`config.mk`:
```
export PLATFORM = sky130hd
export DESIGN_NAME = tmds_decoder
export DESIGN_NICKNAME = d
export VERILOG_FILES = /design/src/rtl/tmds_pkg.sv /design/src/rtl/tmds_decoder_symbol_decode.sv /design/src/rtl/tmds_decoder.sv
export SDC_FILE = /design/constraint.sdc
export NUM_CORES = 1
export LEC_CHECK = 0
export CAP_MARGIN = 20
export CORE_AREA = 2 2 87 89
export DETAILED_ROUTE_END_ITERATION = 6
export DIE_AREA = 0 0 89 91
export PLACE_DENSITY = 0.74
export SYNTH_ARGS = -nofsm -noshare
export SYNTH_HDL_FRONTEND = slang
export SYNTH_SLANG_ARGS = --single-unit
```
`constraint.sdc`:
```
create_clock -name clk -period 2.39 [get_ports clk]
set_input_delay 0.717 -clock clk [delete_from_list [all_inputs] [get_ports clk]]
set_output_delay 0.717 -clock clk [all_outputs]
set_load 0.01 [all_outputs]
```
`src/rtl/tmds_pkg.sv`:
```
// Shared TMDS definitions: the four control tokens, the receiver alignment states
// and the {c1,c0} control pair. The encoder side uses the same package.
package tmds_pkg;

  localparam logic [9:0] CTRL_TOKEN_00 = 10'h354;
  localparam logic [9:0] CTRL_TOKEN_01 = 10'h0AB;
  localparam logic [9:0] CTRL_TOKEN_10 = 10'h154;
  localparam logic [9:0] CTRL_TOKEN_11 = 10'h2AB;

  typedef enum logic {
    SEARCH = 1'b0,
    LOCKED = 1'b1
  } tmds_state_e;

  typedef struct packed {
    logic c1;
    logic c0;
  } tmds_ctrl_t;

  function automatic logic is_ctrl_token(input logic [9:0] s);
    return (s == CTRL_TOKEN_00) || (s == CTRL_TOKEN_01) ||
           (s == CTRL_TOKEN_10) || (s == CTRL_TOKEN_11);
  endfunction

  // Non-token symbols map to 00; callers qualify with is_ctrl_token.
  function automatic tmds_ctrl_t token_ctrl(input logic [9:0] s);
    tmds_ctrl_t c;
    case (s)
      CTRL_TOKEN_01: c = '{c1: 1'b0, c0: 1'b1};
      CTRL_TOKEN_10: c = '{c1: 1'b1, c0: 1'b0};
      CTRL_TOKEN_11: c = '{c1: 1'b1, c0: 1'b1};
      default:       c = '{c1: 1'b0, c0: 1'b0};
    endcase
    return c;
  endfunction

endpackage

```
`src/rtl/tmds_decoder_symbol_decode.sv`:
```
// Combinational TMDS symbol decoder: classifies a 10-bit symbol as control token
// or data and recovers the 8-bit pixel value for data symbols.
module tmds_symbol_decode
  import tmds_pkg::*;
(
  input  logic [9:0] sym,
  output logic       is_token,
  output tmds_ctrl_t ctrl,
  output logic [7:0] data
);

  logic [7:0] d;

  always_comb begin
    is_token = is_ctrl_token(sym);
    ctrl     = token_ctrl(sym);
    // sym[9] marks an inverted payload; sym[8]=1 selects XOR chaining, 0 XNOR.
    d        = sym[9] ? ~sym[7:0] : sym[7:0];
    data     = '0;
    data[0]  = d[0];
    for (int i = 1; i < 8; i++) begin
      data[i] = sym[8] ? (d[i] ^ d[i-1]) : ~(d[i] ^ d[i-1]);
    end
  end

endmodule

```
`src/rtl/tmds_decoder.sv`:
```
// TMDS receive channel: hunts for the symbol boundary using control tokens, then
// decodes aligned symbols. Define TMDS_DECODER_DBG_EN to expose align_offset/lock_loss_cnt.
module tmds_decoder
  import tmds_pkg::*;
#(
  parameter int LOCK_COUNT    = 8,
  parameter int SEARCH_CYCLES = 2048,
  parameter int LOSS_CYCLES   = 65536
) (
  input  logic       clk,
  input  logic       rst_n,
  input  logic [9:0] din,
  output logic [7:0] dout,
  output logic       c0,
  output logic       c1,
  output logic       de,
  output logic       locked
`ifdef TMDS_DECODER_DBG_EN
  ,
  output logic [3:0] align_offset,
  output logic [7:0] lock_loss_cnt
`endif
);

  localparam int HIT_W  = (LOCK_COUNT > 1) ? $clog2(LOCK_COUNT) : 1;
  localparam int STMR_W = (SEARCH_CYCLES > 1) ? $clog2(SEARCH_CYCLES) : 1;
  localparam int LTMR_W = (LOSS_CYCLES > 1) ? $clog2(LOSS_CYCLES) : 1;

  localparam logic [HIT_W-1:0]  HIT_LAST  = HIT_W'(LOCK_COUNT - 1);
  localparam logic [STMR_W-1:0] STMR_LAST = STMR_W'(SEARCH_CYCLES - 1);
  localparam logic [LTMR_W-1:0] LTMR_LAST = LTMR_W'(LOSS_CYCLES - 1);

  logic [9:0]        prev_q;
  logic [9:0]        sym_q, sym_d;
  tmds_state_e       state_q, state_d;
  logic [3:0]        offset_q, offset_d;
  logic [HIT_W-1:0]  hit_q, hit_d;
  logic [STMR_W-1:0] stmr_q, stmr_d;
  logic [LTMR_W-1:0] ltmr_q, ltmr_d;
  logic [7:0]        dout_q, dout_d;
  tmds_ctrl_t        ctrl_q, ctrl_d;
  logic              de_q, de_d;

  // din[9] can never fall inside a candidate window; it only reaches prev_q.
  logic [18:0] win;
  logic [9:0]  cand_arr [10];
  logic        cand_tok;
  logic [3:0]  offset_inc;

  assign win = {din[8:0], prev_q};

  for (genvar gi = 0; gi < 10; gi++) begin : g_cand
    assign cand_arr[gi] = win[gi+9:gi];
  end

  assign sym_d      = cand_arr[offset_q];
  assign cand_tok   = is_ctrl_token(sym_d);
  assign offset_inc = (offset_q == 4'd9) ? 4'd0 : offset_q + 4'd1;

  always_comb begin
    state_d  = state_q;
    offset_d = offset_q;
    hit_d    = hit_q;
    stmr_d   = stmr_q;
    ltmr_d   = ltmr_q;
    case (state_q)
      SEARCH: begin
        hit_d  = cand_tok ? hit_q + 1'b1 : '0;
        stmr_d = (stmr_q == STMR_LAST) ? stmr_q : stmr_q + 1'b1;
        // Lock takes priority over the offset timer expiring on the same cycle.
        if (cand_tok && hit_q == HIT_LAST) begin
          state_d = LOCKED;
          hit_d   = '0;
          stmr_d  = '0;
          ltmr_d  = '0;
        end else if (stmr_q == STMR_LAST) begin
          offset_d = offset_inc;
          hit_d    = '0;
          stmr_d   = '0;
        end
      end
      LOCKED: begin
        if (cand_tok) begin
          ltmr_d = '0;
        end else if (ltmr_q == LTMR_LAST) begin
          state_d  = SEARCH;
          offset_d = offset_inc;
          hit_d    = '0;
          stmr_d   = '0;
          ltmr_d   = '0;
        end else begin
          ltmr_d = ltmr_q + 1'b1;
        end
      end
      default: state_d = SEARCH;
    endcase
  end

  logic       sym_is_token;
  tmds_ctrl_t sym_ctrl;
  logic [7:0] sym_data;

  tmds_symbol_decode u_symbol_decode (
    .sym      (sym_q),
    .is_token (sym_is_token),
    .ctrl     (sym_ctrl),
    .data     (sym_data)
  );

  always_comb begin
    dout_d = '0;
    ctrl_d = '0;
    de_d   = 1'b0;
    if (state_q == LOCKED) begin
      if (sym_is_token) begin
        ctrl_d = sym_ctrl;
      end else begin
        de_d   = 1'b1;
        dout_d = sym_data;
        ctrl_d = ctrl_q;
      end
    end
  end

  always_ff @(posedge clk or negedge rst_n) begin
    if (!rst_n) begin
      prev_q   <= '0;
      sym_q    <= '0;
      state_q  <= SEARCH;
      offset_q <= '0;
      hit_q    <= '0;
      stmr_q   <= '0;
      ltmr_q   <= '0;
      dout_q   <= '0;
      ctrl_q   <= '0;
      de_q     <= 1'b0;
    end else begin
      prev_q   <= din;
      sym_q    <= sym_d;
      state_q  <= state_d;
      offset_q <= offset_d;
      hit_q    <= hit_d;
      stmr_q   <= stmr_d;
      ltmr_q   <= ltmr_d;
      dout_q   <= dout_d;
      ctrl_q   <= ctrl_d;
      de_q     <= de_d;
    end
  end

  assign dout   = dout_q;
  assign c0     = ctrl_q.c0;
  assign c1     = ctrl_q.c1;
  assign de     = de_q;
  assign locked = (state_q == LOCKED);

`ifdef TMDS_DECODER_DBG_EN
  logic [7:0] loss_cnt_q, loss_cnt_d;

  always_comb begin
    loss_cnt_d = loss_cnt_q;
    if (state_q == LOCKED && state_d == SEARCH && loss_cnt_q != 8'hFF) begin
      loss_cnt_d = loss_cnt_q + 8'd1;
    end
  end

  always_ff @(posedge clk or negedge rst_n) begin
    if (!rst_n) begin
      loss_cnt_q <= '0;
    end else begin
      loss_cnt_q <= loss_cnt_d;
    end
  end

  assign align_offset  = offset_q;
  assign lock_loss_cnt = loss_cnt_q;
`endif

endmodule

```
# Yosys cells after proc, flatten, opt, wreduce, memory -nomap -nowiden
# Cells that the tools add are included.
[op_classes]
add_sub_neg = 4
order_cmp = 1
n_eq_ne = 18
muxes = 43
bitwise_logic = 17
reduce_logical = 9
[ops]
columns = ["op", "n"]
rows = [
  ["2-to-1 mux 16 bit", 3],
  ["2-to-1 mux 11 bit", 4],
  ["binary-select mux 10 bit (select 4 bit)", 1],
  ["equality test 10 bit (second input constant)", 4],
  ["case mux 16 bit (2 select lines)", 1],
  ["2-to-1 mux 8 bit", 3],
  ["case mux 11 bit (2 select lines)", 1],
  ["equality test 10 x 8 -> 1 bit (second input constant)", 2],
  ["equality test 10 x 9 -> 1 bit (second input constant)", 2],
  ["2-to-1 mux 10 bit", 2],
  ["2-to-1 mux 4 bit", 5],
  ["adder 16 x 1 -> 16 bit (second input constant)", 1],
  ["equality test 16 bit (second input constant)", 1],
  ["2-to-1 mux 3 bit", 5],
  ["2-to-1 mux 1 bit", 12],
  ["adder 11 x 1 -> 11 bit (second input constant)", 1],
  ["equality test 11 bit (second input constant)", 1],
  ["inequality test 2 bit (second input constant)", 4],
  ["NOT 1 bit", 8],
  ["NOT 8 bit", 1],
  ["case mux 4 bit (2 select lines)", 1],
  ["XOR 1 bit", 7],
  ["logical OR 1 bit", 6],
  ["case mux 2 bit (3 select lines)", 1],
  ["other kinds (13)", 15],
]
[word_totals]
ff_bits = 66
input_bits = 12
output_inout_bits = 12
wordCells = 103

# Longest topological paths before layout
# Gate-level depths: netlist of the first run.
[depth]
depth_word = 12
mapped_depth = 12
ltp_nobuf = 9

# Modules after synthesis
# From an unflattened synthesis of the first run, not the netlist that was laid out.
[unflattened]
cells_unflattened = 353
area_unflattened_um2 = 3693.5
[modules_own_cells]
columns = ["module", "n_inst", "cells_each", "area_per_inst_um2", "seq_area_each_um2"]
rows = [
  ["tmds_decoder", 1, 328, 3480.8, 1651.6],
  ["tmds_symbol_decode", 1, 25, 212.7, 0.0],
]

# Worst setup path after synthesis of the first run
# Ideal clock, no wire load.
[synth_path]
kind = "input -> register"
from = "input din[2]"
to = "register ltmr_q[13]"
setup_ns = 0.124
t_arrival_ns = 2.703
required_time_ns = 2.266
setup_slack_ns = -0.437
path_stages = 9
path_buffers = 1
cell_sequence = "mux4_2 > and2_0 > o31a_1 > and4bb_1 > nand3_4 > and3_4 > buf_6 > and3_1 > a211o_1"
[synth_via]
elab_chain_cells = 9
word_cells_on_any_way = 14
classes_between = "eq/ne (5); mux (5); reduce/logical (4)"
[synth_lines]
columns = ["element", "line_no", "text"]
rows = [
  ["start, declared", "tmds_decoder.sv:12", "input logic [9:0] din,"],
  ["binary-select mux 10 bit (select 4 bit) (*)", "tmds_decoder.sv:56", "assign sym_d = cand_arr[offset_q];"],
  ["2-to-1 mux 10 bit (not written as such) (*) (2 in a row)", "tmds_decoder.sv:56", ""],
  ["via sym_d[3]", "tmds_decoder.sv:34", "logic [9:0] sym_q, sym_d;"],
  ["equality test 10 bit or equality test 10 x 8 -> 1 bit (tied branches)", "tmds_pkg.sv:21", "return (s == CTRL_TOKEN_00) || (s == CTRL_TOKEN_01) ||"],
  ["logical OR 1 bit (2 in a row)", "tmds_pkg.sv:21", ""],
  ["logical OR 1 bit (*)", "tmds_pkg.sv:22", "(s == CTRL_TOKEN_10) || (s == CTRL_TOKEN_11);"],
  ["2-to-1 mux 16 bit or logical AND 1 bit (tied branches)", "tmds_decoder.sv:83, tmds_decoder.sv:71", ""],
  ["case mux 16 bit (2 select lines) or inequality test 2 bit (tied branches)", "--", ""],
  ["end signal, assigned", "tmds_decoder.sv:144", "ltmr_q <= ltmr_d;"],
  ["end, declared", "tmds_decoder.sv:39", "logic [LTMR_W-1:0] ltmr_q, ltmr_d;"],
]
# The timed path passes the listed nets; every way through them passes the cells marked *. The select of a mux whose other input is x is not followed.
# A chain may end at the register's enable or synchronous reset.

# Worst setup path in the final report of the first run
[layout_path]
from = "register offset_q[0]"
to = "register stmr_q[6]"
[layout_via]
elab_chain_cells = 11
word_cells_on_any_way = 16
classes_between = "eq/ne (5); mux (5); bitwise (1); reduce/logical (5)"
[layout_lines]
columns = ["element", "line_no", "text"]
rows = [
  ["start, declared", "tmds_decoder.sv:36", "logic [3:0] offset_q, offset_d;"],
  ["start signal, assigned", "tmds_decoder.sv:141", "offset_q <= offset_d;"],
  ["NOT 4 -> 5 bit (not written as such) (*)", "tmds_decoder.sv:56", ""],
  ["binary-select mux 10 bit (select 4 bit) (*)", "tmds_decoder.sv:56", ""],
  ["2-to-1 mux 10 bit (not written as such) (*) (2 in a row)", "tmds_decoder.sv:56", ""],
  ["via sym_d[3]", "tmds_decoder.sv:34", ""],
  ["equality test 10 bit or equality test 10 x 8 -> 1 bit (tied branches)", "tmds_pkg.sv:21", ""],
  ["logical OR 1 bit (2 in a row)", "tmds_pkg.sv:21", ""],
  ["logical OR 1 bit (*)", "tmds_pkg.sv:22", ""],
  ["logical AND 1 bit", "tmds_decoder.sv:71", "if (cand_tok && hit_q == HIT_LAST) begin"],
  ["2-to-1 mux 11 bit", "tmds_decoder.sv:71", ""],
  ["case mux 11 bit (2 select lines)", "tmds_decoder.sv:66", "case (state_q)"],
  ["end signal, assigned", "tmds_decoder.sv:143", "stmr_q <= stmr_d;"],
  ["end, declared", "tmds_decoder.sv:38", "logic [STMR_W-1:0] stmr_q, stmr_d;"],
]
# Marked as above.

==> flow_summary.ini, run 1 <==
[layout]
regArea_um2 = 1650
diodes = 0
nets = 472
drive_gt1_frac = 0.328
final_cells = 556
area_delta_synth_final_pct = 34.5
multiInputGateArea_um2 = 2070
post-route-util = 0.696
num-fill-cells = 544

[detailed_routing]
drt_iter0_drc = 196
met1_length_mm = 3.85
drc_errors = 0
detail-route-antenna-nets = 0
via_count = 3152
wl_per_cell_um = 15.5
routed.top_layer = met4
firstDrtPassIters = 4
wl_met3_um = 329
wl_mm = 8.62
viasPerCell = 5.67
met2_length_mm = 4.29

[placed_design]
routabilityCongestion = 0.871
io_buffers = 23
dp_slack_ns = -0.973
place_inst = 531
place_hpwl_mm = 5.86

[timing]
period_needed_ns = 2.76
clock_skew_ns = 0.00987
slew_headroom = 0.645
setup_viol = 35
slew_violations = 0
setup_ws_ns = -0.367
finalSetupTns_ns = -10.26
maxClockFrequency_mhz = 363
tightestPinTransition_ns = 0.525
rsz0062_at_grt = true
hold_viol_final = 0
post-route-period-util = 1.15

[clock_tree]
clk_path_buf_depth = 2
cts.clk_slew.worst_paths_ns = 0.08
cts_inserted_buffers = 9
cts_tree = yes
clkLatencyLatePin_ns = 0.35
clock_sinks = 66
cts-htree-levels = 3
cts_root_buffer = clkbuf_8

[synth]
ys_ff_latch = 66
ys_types = 61
synthTopCellsByArea = dfrtp_1, mux2_2, xnor2_1
seq_area_frac_synth = 0.447
synthesis.area_um2 = 3690
synth_top_area_frac = 0.447
syn_inst = 362
synth_area_per_cell_um2 = 10.2
synth_warnings = 0
synth_edf_count = 0
yosys.area.top_type = dfrtp_1
synthArstFlopShare = 1.00
ys.flop_type = dfrtp_1
syn_nets = 382

[setup_path]
path_delay_family = compound AO/OA/AOI/OAI gates
critPathRequiredTime_ns = 2.62
crit_buf_inv = 2
critical_path.slowest_cell = mux4_2
rr_endpoint = stmr_q[6]
path_class = reg -> reg
rr_startpoint = offset_q[0]
reg2reg_slack_ns = -0.37
setup.worst_path.start = offset_q[0]
path_cells = buf_6 -> mux4_2 -> and2_4 -> o31a_1 -> and4bb_1 -> nand3_4 -> a21boi_4 -> buf_6 -> nor4_2 -> a311o_1
crit_top_cell = buf_6
max_stage_delay_ns = 0.49
arrival_ns = 2.98
crit_path_max_fanout = 7
end_kind = flop
rr_worst_depth = 10
crit_path_start_kind = flop

[global_routing]
grt_pass1_vias = 3056
grt_usage = 0.225
grt_pass1_wl_mm = 14.3
overflow = 0
antenna_found_initial = 0
grt_max_degree = 67

[job]
maxCapViolations = 0

[die]
ios = 24
dieArea_um2 = 8100
die_w_um = 89
row_count = 31
die_y_um = 91
core_um2 = 7140
initial_utilization = 0.517

[status]
status = finished, violations left
violations = negative setup slack

[worst_hold_path]
hp-class = in -> async

[pwr]
ir_worst_vdd_mv = 0.247
p_per_area_nw_per_um2 = 528
total_leakage_power_nw = 2.31
## synth_stat cells, drive strengths merged, types with 3 or more instances
library cell,instances
o21ai,15
a22oi,7
nor2,26
and2,5
dfrtp,66
a21o,8
nand3,13
a22o,4
o2bb2ai,6
a211o,7
xnor2,14
buf,10
clkbuf,4
inv,25
or3,3
nor3,9
and3,11
nand2,18
nand4,3
a221oi,5
nand2b,3
nor4,4
o22ai,12
ha,8
mux2i,7
mux2,18
a21oi,15
nor2b,6
o211ai,3
## worst reg2reg max path: cells and delay by family (launching register included)
kind / cells / cell delay (ns)
AO/OA/AOI/OAI: 3 / 0.77
AND/OR/NAND/NOR: 4 / 0.64
buffers and inverters: 2 / 0.26
flip-flops: 1 / 0.48
multiplexers: 1 / 0.49
## placed cells by master, fill, tap and decap left out, types with 4 or more instances in the layout
| cell | n |
|---|---|
| dfrtp_1 | 65 |
| buf_4 | 54 |
| inv_1 | 25 |
| nor2_1 | 24 |
| nand2_1 | 18 |
| clkdlybuf4s50_1 | 15 |
| xnor2_1 | 14 |
| a21oi_1 | 13 |
| buf_6 | 13 |
| mux2_2 | 12 |
| nand3_1 | 12 |
| clkbuf_8 | 10 |
| o21ai_0 | 9 |
| o22ai_2 | 9 |
| and3_1 | 9 |
| a21o_1 | 8 |
| ha_1 | 8 |
| mux2i_1 | 7 |
| a211o_1 | 7 |
| nor3_1 | 6 |
| nor2b_1 | 5 |
| o21ai_2 | 5 |
| dlygate4sd2_1 | 5 |
| a22oi_1 | 4 |
| a22o_1 | 4 |
| o2bb2ai_1 | 4 |
| mux2_4 | 4 |
| a221oi_1 | 4 |
| and2_1 | 4 |
## report_power, final
part	internal, mW	switching [mW]	total, mW
clock network	0.507	0.445	0.952
registers	1.21	0.0724	1.28
logic	0.229	0.160	0.388
total	1.94	0.677	2.62
## registers in the layout (all words and copies together), names as in the netlist
| name | flops |
|---|---|
| c1 | 1 |
| prev_q | 10 |
| sym_q | 10 |
| c0 | 1 |
| dout | 8 |
| offset_q | 4 |
| hit_q | 3 |
| ltmr_q | 16 |
| stmr_q | 11 |
| de | 1 |
| locked | 1 |
## per-layer routing
metal / track usage / vias up
met1: 0.315 / 1552
met3: 0.0355 / 12
met2: 0.351 / 68
met5: 0 / -
li1: - / 1520
met4: 0.0858 / 0
## worst max-delay path by stage
| stage | endpoint | slack, ns | cells after the start |
|---|---|---|---|
| after floorplan | ltmr_q[13] | -0.40 | 9 |
| after global placement | ltmr_q[9] | -0.92 | 10 |
| after detailed placement | ltmr_q[9] | -0.97 | 10 |
| after CTS | stmr_q[6] | -0.33 | 10 |
| after global routing | stmr_q[6] | -0.46 | 14 |
| final | stmr_q[6] | -0.37 | 10 |
## layout make-up
class | instances | area share
clock inverter | 5 | 0.0108
multi-input combinational | 257 | 0.418
inverter | 25 | 0.0189
tap | 99 | 0.0249
clock buffer | 11 | 0.0285
sequential | 66 | 0.333
timing repair buffer | 93 | 0.166
## stage by stage
stage | power, mW | instance area [µm²] | hold slack (ns)
after floorplan | 1.49 | 3700 | 0.421
after global placement | 1.65 | 4430 | 0.468
after detailed placement | 1.67 | 4430 | 0.480
after CTS | 2.62 | 4770 | 0.395
after global routing | 2.75 | 4960 | 0.404
final | 2.62 | 4960 | 0.386
## timing repair
action | CTS | global route
resized for setup | 40 | 32
hold buffers | 0 | 0
endpoints found under the setup margin | 35 | 35
pin swaps | 13 | 19
setup buffers | 5 | 3
cloned | 0 | 1
## kinds of logic after synthesis
logic type      share of synthesized area
flops                               0.447
simple gates                        0.163
mux                                0.0881
buf+inv                            0.0515
fa+ha+maj                          0.0271
xor+xnor                           0.0380
compound gates                      0.184
Power figures use the tool's default switching activity.
==> run 2: changes to the inputs <==
SKIP_CTS_REPAIR_TIMING = 1   (was default)
==> flow_summary.ini, run 2 (synthesized netlist as in run 1, its figures left out) <==
[status]
status = finished, violations left
violations = negative setup slack

[setup_path]
rr_startpoint = offset_q[0]
setup.worst_path.start = offset_q[0]
path_cells = buf_4 -> mux4_2 -> a21o_1 -> o31a_1 -> and4bb_1 -> nand3_4 -> a21boi_4 -> buf_4 -> nor4_1 -> a311o_1
crit_path_max_fanout = 7
rr_endpoint = stmr_q[6]
critPathRequiredTime_ns = 2.61
arrival_ns = 2.94
crit_cells = 10
path_delay_family = compound AO/OA/AOI/OAI gates
path_class = reg -> reg
endpoint = stmr_q[6]
crit_top_cell = buf_4
crit_path_start_kind = flop
crit_buf_inv = 2
max_stage_delay_ns = 0.50
end_kind = flop
rr_worst_depth = 10
reg2reg_slack_ns = -0.32
critical_path.slowest_cell = mux4_2

[die]
row_count = 31
die_w_um = 89
dieArea_um2 = 8100
initial_utilization = 0.517
ios = 24
core_um2 = 7140
die_y_um = 91

[global_routing]
grt_pass1_vias = 2983
grt_usage = 0.220
antenna_found_initial = 0
grt_pass1_wl_mm = 13.9
grt_max_degree = 67
overflow = 0

[job]
maxCapViolations = 0

[layout]
drive_gt1_frac = 0.277
post-route-util = 0.669
area_delta_synth_final_pct = 29.4
layout_commonest_cell = dfrtp_1
stdcell_area_um2 = 4780
final_cell_mix = dfrtp_1, buf_4, inv_1
largest-register = ltmr_q
diodes = 0
largest_reg_flops = 16
reg_top3 = ltmr_q x16, stmr_q x11
nets = 467

[pwr]
total_leakage_power_nw = 2.31
ir_worst_vdd_mv = 0.231
p_per_area_nw_per_um2 = 544

[placed_design]
routabilityCongestion = 0.871
place_hpwl_mm = 5.86
place_area_um2 = 4430
io_buffers = 23

[clock_tree]
clk_path_buf_depth = 2
cts.clk_slew.worst_paths_ns = 0.08
clock_sinks = 66
cts_tree = yes
cts-htree-levels = 3
clkLatencyLatePin_ns = 0.35
cts_inserted_buffers = 9
cts_root_buffer = clkbuf_8

[worst_hold_path]
hp-class = in -> async

[detailed_routing]
via_count = 3083
detail-route-antenna-nets = 0
wl_per_cell_um = 14.6
drc_errors = 0
firstDrtPassIters = 4
viasPerCell = 5.60
drt_iter0_drc = 178
wl_mm = 8.07

[timing]
setup_viol = 35
maxClockFrequency_mhz = 368
hold_viol_final = 0
period_needed_ns = 2.71
hold_slack_ns = 0.368
finalSetupTns_ns = -8.08
post-route-period-util = 1.14
tightestPinTransition_ns = 0.542
setup_ws_ns = -0.325
rsz0062_at_grt = true
slew_headroom = 0.634
slew_violations = 0
clock_skew_ns = 0.0120
run 2: power by group:
part	switching (mW)	internal, mW
logic	0.153	0.214
clock network	0.444	0.507
registers	0.0732	1.21
run 2: worst min path at each step:
stage	cells past startpoint	start	endpoint	slack (ns)
3_3_place_gp	1	hit_q[0]	hit_q[0]	0.47
3_5_place_dp	1	hit_q[0]	hit_q[0]	0.48
4_1_cts	2	rst_n	sym_q[4]	0.39
6_report	2	rst_n	sym_q[4]	0.37
5_1_grt	2	rst_n	sym_q[4]	0.40
2_1_floorplan	0	rst_n	c0	0.42
run 2: metal layers:
metal  vias to the layer above  track usage  part of all wire
met1                      1501        0.309              0.47
met5                         -            0                 0
met2                        66        0.338              0.48
li1                       1505            -                 -
met3                        11       0.0364             0.035
met4                         0       0.0883             0.016
run 2: area by class of cell:
type                       count  area (µm²)
fill                         570        2360
inverter                      25        93.8
clock inverter                 5        53.8
clock buffer                  11         141
tap                           99         124
timing repair buffer          88         763
multi-input combinational    257        1950
sequential                    66        1650
run 2: stage by stage:
stage / setup slack, ns / total power, mW / std cells
after global placement: -0.924 / 1.65 / 531
final: -0.325 / 2.60 / 551
after global routing: -0.409 / 2.73 / 551
after detailed placement: -0.973 / 1.67 / 531
after CTS: -0.628 / 2.62 / 547
after floorplan: -0.396 / 1.49 / 362
